$ cat config.mk
export PLATFORM = sky130hd
export DESIGN_NAME = ld_st_agu_v2
export DESIGN_NICKNAME = d
export VERILOG_FILES = /design/src/rtl/agu_pkg.sv /design/src/rtl/agu_fwd_unit.sv /design/src/rtl/ld_st_agu_v2.sv
export SDC_FILE = /design/constraint.sdc
export NUM_CORES = 1
export LEC_CHECK = 0
export CAP_MARGIN = 15
export CELL_PAD_IN_SITES_DETAIL_PLACEMENT = 1
export CELL_PAD_IN_SITES_GLOBAL_PLACEMENT = 1
export CORE_MARGIN = 2
export CORE_UTILIZATION = 32
export CTS_CLUSTER_DIAMETER = 100
export DETAILED_ROUTE_END_ITERATION = 7
export PLACE_DENSITY = 0.78
export SLEW_MARGIN = 10
export SYNTH_ARGS = -nofsm -noshare
export SYNTH_HDL_FRONTEND = slang
export SYNTH_HIERARCHICAL = 1
export SYNTH_SLANG_ARGS = --single-unit
$ cat constraint.sdc
create_clock -name agu_clk -period 4.8 [get_ports agu_clk]
set_input_delay 0.96 -clock agu_clk [delete_from_list [all_inputs] [get_ports agu_clk]]
set_output_delay 0.96 -clock agu_clk [all_outputs]
set_load 0.02 [all_outputs]
$ cat src/rtl/agu_pkg.sv
// Shared types and helpers for the load/store AGU: access sizes, shadow entries,
// byte-enable generation and alignment checks. Pure combinational helpers, no state.
package agu_pkg;

  typedef enum logic [1:0] {
    SZ_B = 2'd0,
    SZ_H = 2'd1,
    SZ_W = 2'd2,
    SZ_D = 2'd3
  } acc_size_e;

  // Register index field is sized for the widest supported GPR index; narrower indices are zero-extended.
  localparam int GPR_AW_MAX = 8;

  typedef struct packed {
    logic                  valid;
    logic [GPR_AW_MAX-1:0] rd;
    logic                  is_load;
  } shadow_ent_t;

  function automatic logic [7:0] be_gen(acc_size_e size, logic [2:0] offset);
    logic [7:0] be;
    case (size)
      SZ_B:    be = 8'h01 << offset;
      SZ_H:    be = 8'h03 << offset;
      SZ_W:    be = 8'h0F << offset;
      default: be = 8'hFF;
    endcase
    return be;
  endfunction

  function automatic logic is_aligned(acc_size_e size, logic [2:0] addr_lsbs);
    logic ok;
    case (size)
      SZ_B:    ok = 1'b1;
      SZ_H:    ok = (addr_lsbs[0] == 1'b0);
      SZ_W:    ok = (addr_lsbs[1:0] == 2'b00);
      default: ok = (addr_lsbs == 3'b000);
    endcase
    return ok;
  endfunction

endpackage

$ cat src/rtl/agu_fwd_unit.sv
// Shadow of in-flight register writers with lowest-stage-wins operand forwarding; operand is 0-cycle.
// Shadow keeps shifting under stall so writebacks drain; load_use_hazard tells the top to hold EX.
module agu_fwd_unit
  import agu_pkg::*;
#(
  parameter int DATA_WIDTH     = 32,
  parameter int GPR_ADDR_WIDTH = 5,
  parameter int FWD_DEPTH      = 3
) (
  input  logic                            clk,
  input  logic                            rst,
  input  logic                            advance,
  input  logic                            in_valid,
  input  logic                            in_mem_op,
  input  logic                            in_is_load,
  input  logic [GPR_ADDR_WIDTH-1:0]       in_rd,
  input  logic                            in_reg_wr_en,
  input  logic [GPR_ADDR_WIDTH-1:0]       rs1_addr,
  input  logic [DATA_WIDTH-1:0]           rs1_data,
  input  logic [FWD_DEPTH*DATA_WIDTH-1:0] fwd_data,
  output logic [DATA_WIDTH-1:0]           operand,
  output logic                            load_use_hazard
);

  shadow_ent_t           shadow_q [FWD_DEPTH];
  logic [FWD_DEPTH-1:0]  match;
  logic [GPR_AW_MAX-1:0] rs1_ext;

  assign rs1_ext = GPR_AW_MAX'(rs1_addr);

  always_ff @(posedge clk) begin
    if (rst) begin
      for (int k = 0; k < FWD_DEPTH; k++) shadow_q[k] <= '0;
    end else begin
      // A held EX instruction is not recorded yet; a bubble enters instead.
      if (advance)
        shadow_q[0] <= '{valid: in_valid & in_reg_wr_en, rd: GPR_AW_MAX'(in_rd), is_load: in_is_load};
      else
        shadow_q[0] <= '0;
      for (int k = 1; k < FWD_DEPTH; k++) shadow_q[k] <= shadow_q[k-1];
    end
  end

  always_comb begin
    match = '0;
    for (int k = 0; k < FWD_DEPTH; k++)
      match[k] = shadow_q[k].valid && (shadow_q[k].rd != '0) && (shadow_q[k].rd == rs1_ext);
  end

  always_comb begin
    operand = rs1_data;
    // Walk from oldest to youngest so the youngest producer overrides.
    for (int k = FWD_DEPTH - 1; k >= 0; k--)
      if (match[k]) operand = fwd_data[k*DATA_WIDTH +: DATA_WIDTH];
  end

  assign load_use_hazard = in_valid & in_mem_op & match[0] & shadow_q[0].is_load;

endmodule

$ cat src/rtl/ld_st_agu_v2.sv
// Load/store AGU: forwarded rs1 + imm, legality check, byte enables; request is 1 cycle after accept.
// One-entry registered valid/ready slot; a held request (req_valid & !req_ready) blocks new accepts.
module ld_st_agu_v2
  import agu_pkg::*;
#(
  parameter  int DATA_WIDTH     = 32,
  parameter  int GPR_ADDR_WIDTH = 5,
  parameter  int FWD_DEPTH      = 3,
  localparam int BE_WIDTH       = DATA_WIDTH / 8
) (
  input  logic                            agu_clk,
  input  logic                            agu_rst,
  input  logic                            in_valid,
  input  logic                            in_is_load,
  input  logic                            in_is_store,
  input  logic [1:0]                      in_size,
  input  logic                            in_unsigned,
  input  logic [GPR_ADDR_WIDTH-1:0]       in_rd,
  input  logic                            in_reg_wr_en,
  input  logic [GPR_ADDR_WIDTH-1:0]       rs1_addr,
  input  logic [DATA_WIDTH-1:0]           rs1_data,
  input  logic [DATA_WIDTH-1:0]           imm_val,
  input  logic [FWD_DEPTH*DATA_WIDTH-1:0] fwd_data,
  input  logic                            stall_pipeline,
  output logic                            req_valid,
  input  logic                            req_ready,
  output logic [DATA_WIDTH-1:0]           req_addr,
  output logic                            req_we,
  output logic [BE_WIDTH-1:0]             req_be,
  output logic [1:0]                      req_size,
  output logic                            req_unsigned,
  output logic                            misalign_err,
  output logic [DATA_WIDTH-1:0]           err_addr,
  output logic                            load_use_hazard,
  output logic                            agu_busy
);

  localparam int OFF_W      = $clog2(BE_WIDTH);
  localparam bit HAS_DOUBLE = (DATA_WIDTH == 64);

  logic                  mem_op;
  logic                  advance;
  logic                  accept;
  logic                  legal;
  logic [DATA_WIDTH-1:0] operand;
  logic [DATA_WIDTH-1:0] addr;
  logic [7:0]            be_full;
  acc_size_e             size;

  assign mem_op   = in_is_load | in_is_store;
  assign agu_busy = req_valid & ~req_ready;
  assign advance  = ~stall_pipeline & ~agu_busy & ~load_use_hazard;
  assign accept   = advance & in_valid & mem_op;
  assign size     = acc_size_e'(in_size);

  agu_fwd_unit #(
    .DATA_WIDTH     (DATA_WIDTH),
    .GPR_ADDR_WIDTH (GPR_ADDR_WIDTH),
    .FWD_DEPTH      (FWD_DEPTH)
  ) u_fwd (
    .clk             (agu_clk),
    .rst             (agu_rst),
    .advance         (advance),
    .in_valid        (in_valid),
    .in_mem_op       (mem_op),
    .in_is_load      (in_is_load),
    .in_rd           (in_rd),
    .in_reg_wr_en    (in_reg_wr_en),
    .rs1_addr        (rs1_addr),
    .rs1_data        (rs1_data),
    .fwd_data        (fwd_data),
    .operand         (operand),
    .load_use_hazard (load_use_hazard)
  );

  assign addr    = operand + imm_val;
  assign be_full = be_gen(size, 3'(addr[OFF_W-1:0]));

  // Doubles only exist on the 64-bit datapath; a load+store combo is malformed.
  assign legal = is_aligned(size, addr[2:0])
               & ~((size == SZ_D) & ~HAS_DOUBLE)
               & ~(in_is_load & in_is_store);

  always_ff @(posedge agu_clk) begin
    if (agu_rst) begin
      req_valid    <= 1'b0;
      req_addr     <= '0;
      req_we       <= 1'b0;
      req_be       <= '0;
      req_size     <= 2'b00;
      req_unsigned <= 1'b0;
      misalign_err <= 1'b0;
      err_addr     <= '0;
    end else begin
      misalign_err <= accept & ~legal;
      if (accept & ~legal) err_addr <= addr;

      if (accept & legal) begin
        req_valid    <= 1'b1;
        req_addr     <= addr;
        req_we       <= in_is_store;
        req_be       <= be_full[BE_WIDTH-1:0];
        req_size     <= in_size;
        req_unsigned <= in_unsigned;
      end else if (req_ready) begin
        req_valid    <= 1'b0;
      end
    end
  end

endmodule
==> flow_summary_export.csv, run 1 <==
group,metric,value,unit
outcome,status,"complete, no violations",
power_and_ir_drop,p_leak,4.30,nW
route,drt-vias-per-instance,5.20,
global_route,grt_max_degree,37,
timing,worstMarginPinSlew,0.736,ns
floorplanning,io_pins,257,
worst_setup_path,slowest_delay,0.50,ns
worst_setup_path,cp-end-kind,"flop",
final_layout,n_antenna_cell,0,
floorplanning,initial_core_util,32.7,%
global_route,antenna_found_initial,1,
route,wl,28000,um
worst_setup_path,crit_fanout,5,
floorplanning,die_h,150,um
synthesis,syn_area,0.00686,mm^2
worst_setup_path,cp_common_cell,"or3_1",
clock_network,cts_root_buf,"clkbuf_16",
worst_setup_path,cp_top_family,"simple AND/OR/NAND/NOR gates",
global_route,grt-busiest-layer,"met2",
floorplanning,design.die.area,0.0226,mm^2
clock_network,cts_tree,"yes",
global_route,use_met2,48.4,%
power_and_ir_drop,max-vdd-ir-drop,0.000184,V
flow_run,cap_violations,0,
timing,finalSetupViolCount,0,
synthesis,synth_area_leaders,"dfxtp_1 (22%), edfxtp_1 (8.3%), ha_1 (6.4%)",
route,drc,0,
timing,relSlewSlack,50.8,%
route,wl_per_cell,18.6,um
route,drtIter0Drc,280,
global_route,grt_usage,24.9,%
timing,period_share,97.7,%
worst_setup_path,path_cells,"clkdlybuf4s50_1 > buf_4 > xor2_1 > nor3_2 > nand4_1 > and2_4 > a211oi_4 > ha_2 > inv_1 > fa_2 > a211o_1 > o211ai_2 > maj3_2 > nand3_4 > or3_1 > or3_1 > o211ai_1",
synthesis,ys_seq_area_share,29.9,%
floorplanning,coreArea,0.0210,mm^2
route,vias,7841,
route,first_pass_iters,5,
clock_network,cts_made_buffers,9,
clock_network,cts.sinks,93,
place,dp_cells,1487,
route,antenna_left,0,
global_route,grt_first_pass_wirelength,43900,um
place,place_hpwl,23000,um
worst_setup_path,crit_type,"input port to flop",
clock_network,cts.clk_slew.worst_paths,0.08,ns
synthesis,yosysTopAreaCell,"dfxtp_1",
timing,drv_slew,0,
synthesis,yosys_warnings,6,
final_layout,final_util,53.4,%
synthesis,ys_types,80,
synthesis,yosys.area.top_type_share,21.6,%
worst_setup_path,critPathArrivalTime,4.98,ns
floorplanning,die_width,150,um
global_route,gr-total-overflow,0,
synthesis,async_flop_share,0,%
synthesis,ys_dominant_reg_cell,"dfxtp_1",
synthesis,synth-seq-cells,93,
timing,period_needed,4.69,ns
place,gp_congestion,0.893,
synthesis,netlist_instances,848,
floorplanning,row_count,53,
worst_setup_path,path_buf_inv,3,
worst_setup_path,crit_required,5.09,ns
timing,fin_setup_tns,0,ns
power_and_ir_drop,p_total,2.65,mW
final_layout,final_layout_size_suffix_gt1_share,19.5,%
timing,skew,0.0142,ns
final_layout,area.growth.synth_to_final,63.6,%
synthesis,postSynthAreaPerCell,8.09,um^2
power_and_ir_drop,power_density,236,mW/mm^2
clock_network,clockBufferDepth,2,
global_route,use_met1,27.5,%
global_route,grt_pass1_vias,8371,
final_layout,finalNonFillerCells,1509,
timing,fmax,213,MHz
synthesis,synth_edf_count,19,
worst_setup_path,critPathLaunchType,"input port",
global_route,gr-usage-met3,5.03,%
clock_network,clock_latency,0.36,ns
clock_network,cts.htree.levels,3,
timing,holdWs,0.457,ns
timing,hold_viol_final,0,
worst_hold_path,hold_class,"flop to flop",
worst_setup_path,critPathSlowestCell,"fa_2",
place,io_buffer_count,256,
final_layout,nNetsFinal,1446,
## registers in the layout, summed over array words and instances (netlist names)
register,flops
err_addr,32
req_addr,32
u_fwd/shadow_q,19
req_be,4
req_size,2
misalign_err,1
req_unsigned,1
req_valid,1
req_we,1
## area by class of cell
| type | count | area [um^2] |
|---|---|---|
| fillers | 2514 | 9790 |
| multi-input cells | 699 | 4700 |
| repair buffers | 406 | 3740 |
| flip-flops and latches | 93 | 2050 |
| well taps | 275 | 344 |
| clock buffers | 10 | 239 |
| clock inverters | 6 | 75.1 |
| inverters | 20 | 75.1 |
## placed cells by master, fill, tap and decap left out, types with 10 or more instances in the layout
master           Yosys  final
a211oi_1            20     16
a211oi_2            21     23
a21oi_1             77     76
and2_1              11     10
buf_4                1    142
clkdlybuf4s50_1      0    253
conb_1               1     19
dfxtp_1             74     74
edfxtp_1            19     19
ha_1                35     33
inv_1               19     19
mux2i_1             32     31
nand2_1            112    112
nand3b_1            16     16
nand4_1             14     14
nor2_1              65     64
nor2b_1             18     17
nor3_1              45     40
o21ai_0             23     23
o21ai_1             26     26
xnor2_1             13     11
xor2_1              21     21
## cell usage after synthesis (all sizes together) (4+ instances only)
master / number
nand2: 113
a21oi: 79
dfxtp: 74
nor2: 66
o21ai: 51
nor3: 48
a211oi: 42
buf: 35
ha: 35
mux2i: 32
xor2: 21
inv: 20
clkbuf: 19
edfxtp: 19
nor2b: 18
nand3b: 16
nand4: 14
xnor2: 13
and2: 11
nand3: 10
or3: 9
and3: 8
nand2b: 8
a31oi: 6
o21a: 6
a21o: 5
a31o: 5
nor4: 5
o211ai: 5
nor3b: 4
o21bai: 4
o221a: 4
o311ai: 4
## kinds of logic (layout without fill, tap and decap cells)
family                   after synthesis  count (layout)  share of synthesized area, %
AO/OA/AOI/OAI                        233             233                          23.8
adder cells (fa/ha/maj)               37              37                          6.84
buffers and inverters                 74             442                          5.21
flip-flops                            93              93                          29.9
XOR/XNOR                              34              34                          4.34
AND/OR/NAND/NOR                      344             344                          25.2
multiplexers                          32              32                          4.67
other                                  1              19                        0.0546
## metrics by stage
stage | setup slack (ns) | cell area [um^2]
after detailed placement | -0.459 | 10700
after floorplan | 0.341 | 6930
after global routing | -0.0944 | 11200
after CTS | 0.0119 | 11000
final | 0.112 | 11200
after global placement | -0.292 | 10700
## power breakdown
| part | internal (mW) | leakage [nW] | total [mW] | switching, mW |
|---|---|---|---|---|
| Clock | 0.428 | 0.152 | 0.775 | 0.347 |
| Sequential | 0.835 | 0.797 | 0.862 | 0.0262 |
| Combinational | 0.520 | 3.35 | 1.01 | 0.495 |
| Total | 1.78 | 4.30 | 2.65 | 0.868 |
## metal layers
layer  vias to the layer above  routed length, um
li1                       3813                  -
met1                      3793              11200
met2                       196              15100
met3                        37               1220
met4                         2                515
met5                         -                 11
## repair_timing
| action | CTS | global route |
|---|---|---|
| pin swaps | 0 | 15 |
| hold buffers | 0 | 0 |
| resized for setup | 5 | 38 |
| endpoints found under the setup margin | 39 | 63 |
| buffers inserted | 0 | 6 |
## final timing paths
check                             start           end  slack [ns]  depth (start not counted)
setup / recovery            rs1_addr[0]  err_addr[24]        0.11                         17
hold / removal             err_addr[18]  err_addr[18]        0.46                          2
setup reg to reg  u_fwd/shadow_q[0][24]  err_addr[24]        0.71                         15
hold reg to reg            err_addr[18]  err_addr[18]        0.46                          2
## tightest hold or removal path, stage by stage, from the launching register on
cell and delay, ns:
dfxtp_1 0.31, nand2_1 0.05, a21oi_1 0.05
Power figures use the tool's default switching activity.
==> run 2: changes to the inputs <==
Settings changed: SLEW_MARGIN 10 to not set.
==> results of run 2 <==
The final DEF is identical to that of run 1; final timing and power are the same.
==> RTL edit: new RTL, config.mk and constraints of run 1 <==
`FWD_DEPTH` is set to 3 in 2 places; all go to 5.
--- a/src/rtl/agu_fwd_unit.sv
+++ b/src/rtl/agu_fwd_unit.sv
@@ -5,7 +5,7 @@
 #(
   parameter int DATA_WIDTH     = 32,
   parameter int GPR_ADDR_WIDTH = 5,
-  parameter int FWD_DEPTH      = 3
+  parameter int FWD_DEPTH      = 5
 ) (
   input  logic                            clk,
   input  logic                            rst,
--- a/src/rtl/ld_st_agu_v2.sv
+++ b/src/rtl/ld_st_agu_v2.sv
@@ -5,7 +5,7 @@
 #(
   parameter  int DATA_WIDTH     = 32,
   parameter  int GPR_ADDR_WIDTH = 5,
-  parameter  int FWD_DEPTH      = 3,
+  parameter  int FWD_DEPTH      = 5,
   localparam int BE_WIDTH       = DATA_WIDTH / 8
 ) (
   input  logic                            agu_clk,
Interface: changed (resized fwd_data); port bits go from 257 to 321. The function was not compared with the original's and may differ.
==> RTL edit against run 1 <==
  * Die area rose by 25%
  * Wire length increased by 43%
  * Sequential cell count rose by 12
  * Synthesized area rose by 26%
  * Total power rose by 18%
  * Sequential power is 15% higher
  * Clock skew decreased by 0.0062 ns
  * Cell area up 29%
  * Worst setup slack got worse by 0.078 ns
==> RTL edit: results (changes against run 1) <==
[place]
dpl.hpwl_um = 32600  ; +42%
dp_slack_ns = -0.654  ; -0.195 ns
io_buffers = 320  ; +25%

[worst_setup_path]
crit_path_max_incr_delay_ns = 0.31  ; -0.19 ns
path_delay_family = compound AO/OA/AOI/OAI gates
cp.arrival_ns = 5.02  ; +0.04 ns
cp_max_fo = 20  ; +15

[detailed_routing]
dr_wl_met2_um = 20500  ; +36%
dr_wl_met3_um = 1990  ; +63%
drtIter0Drc = 673  ; +140%
num_vias = 10656  ; +36%
wirelength_um = 40200  ; +43%
wl_met1_um = 16800  ; +50%
routed_via_density = 5.50  ; +5.9%
top_layer = met4

[final_layout]
seq_area_sq_um = 2410  ; +18%
n_antenna_cell = 3  ; +3
non_clock_inverter_count = 47  ; +140%
layout-drive-gt1-share_pct = 21.5  ; +2.0 points
area_delta_synth_final_pct = 67.8
final-nonclk-buf-share_pct = 35.4  ; +2.1 points
nMultiInputCombCells = 872  ; +25%

[timing]
skew_ns = 0.00804  ; -0.00620 ns

[logic_synthesis]
yosys-top-cells-area = dfxtp_1, edfxtp_1, a211oi_1
synth-compound-area-share_pct = 25.4  ; +1.6 points
synth_mux_area_share_pct = 0.464  ; -4.2 points
syn_inst = 1092  ; +29%
synth_cell_types = 79  ; -1.3%
synth-adder-area-share_pct = 5.43  ; -1.4 points
synth_seq_area_share_pct = 27.9  ; -2.0 points
synthesis.area_sq_um = 8630  ; +26%
yosys.area_share.xor_xnor_pct = 4.36  ; +0.024 points
yosys-top-cells-count = nand2_1, a21oi_1, dfxtp_1
synth_edf_count = 31  ; +12

[clock_tree]
cts_resized = 31  ; +26
cts_sinks = 105  ; +13%
cts_buffer_depth = 2  ; unchanged

[power_and_ir_drop]
p_int_mw = 2.05  ; +15%
irDropWorstVdd_mv = 0.190  ; +3.2%
leakage_nw = 5.65  ; +31%

[global_routing]
track_usage_pct = 27.4  ; +2.5 points
use_met2_pct = 50.0  ; +1.7 points
grt_max_degree = 104  ; +180%
grt_util_met3_pct = 4.49  ; -0.54 points
grt_pass1_wl_um = 61300  ; +39%

[run_status]
status = finished clean

[RTL edit: cell count changes after synthesis, sizes merged, moves of 13 or more]
cell,delta
buf,+25
inv,+27
nor2b,+13
a211oi,+26
clkbuf,+19
o311ai,+32
nand4b,+36
mux2i,-28
a31oi,+37
and4,+30
[RTL edit: power by group through the flow]
stage / registers [mW] / logic, mW / clock network (mW)
6_report: 0.993 / 1.39 / 0.741
5_1_grt: 0.998 / 1.49 / 0.792
4_1_cts: 0.992 / 1.33 / 0.758
3_5_place_dp: 1.01 / 1.29 / 0
3_3_place_gp: 1.01 / 1.26 / 0
2_1_floorplan: 1.04 / 0.549 / 0
[RTL edit: path summary, 6_finish.rpt]
check	start	endpoint	slack (ns)	depth (start not counted)
setup / recovery	rs1_addr[0]	err_addr[29]	0.03	21
hold / removal	err_addr[25]	err_addr[25]	0.46	2
setup reg to reg	u_fwd/shadow_q[0][21]	err_addr[29]	0.31	19
hold reg to reg	err_addr[25]	err_addr[25]	0.46	2
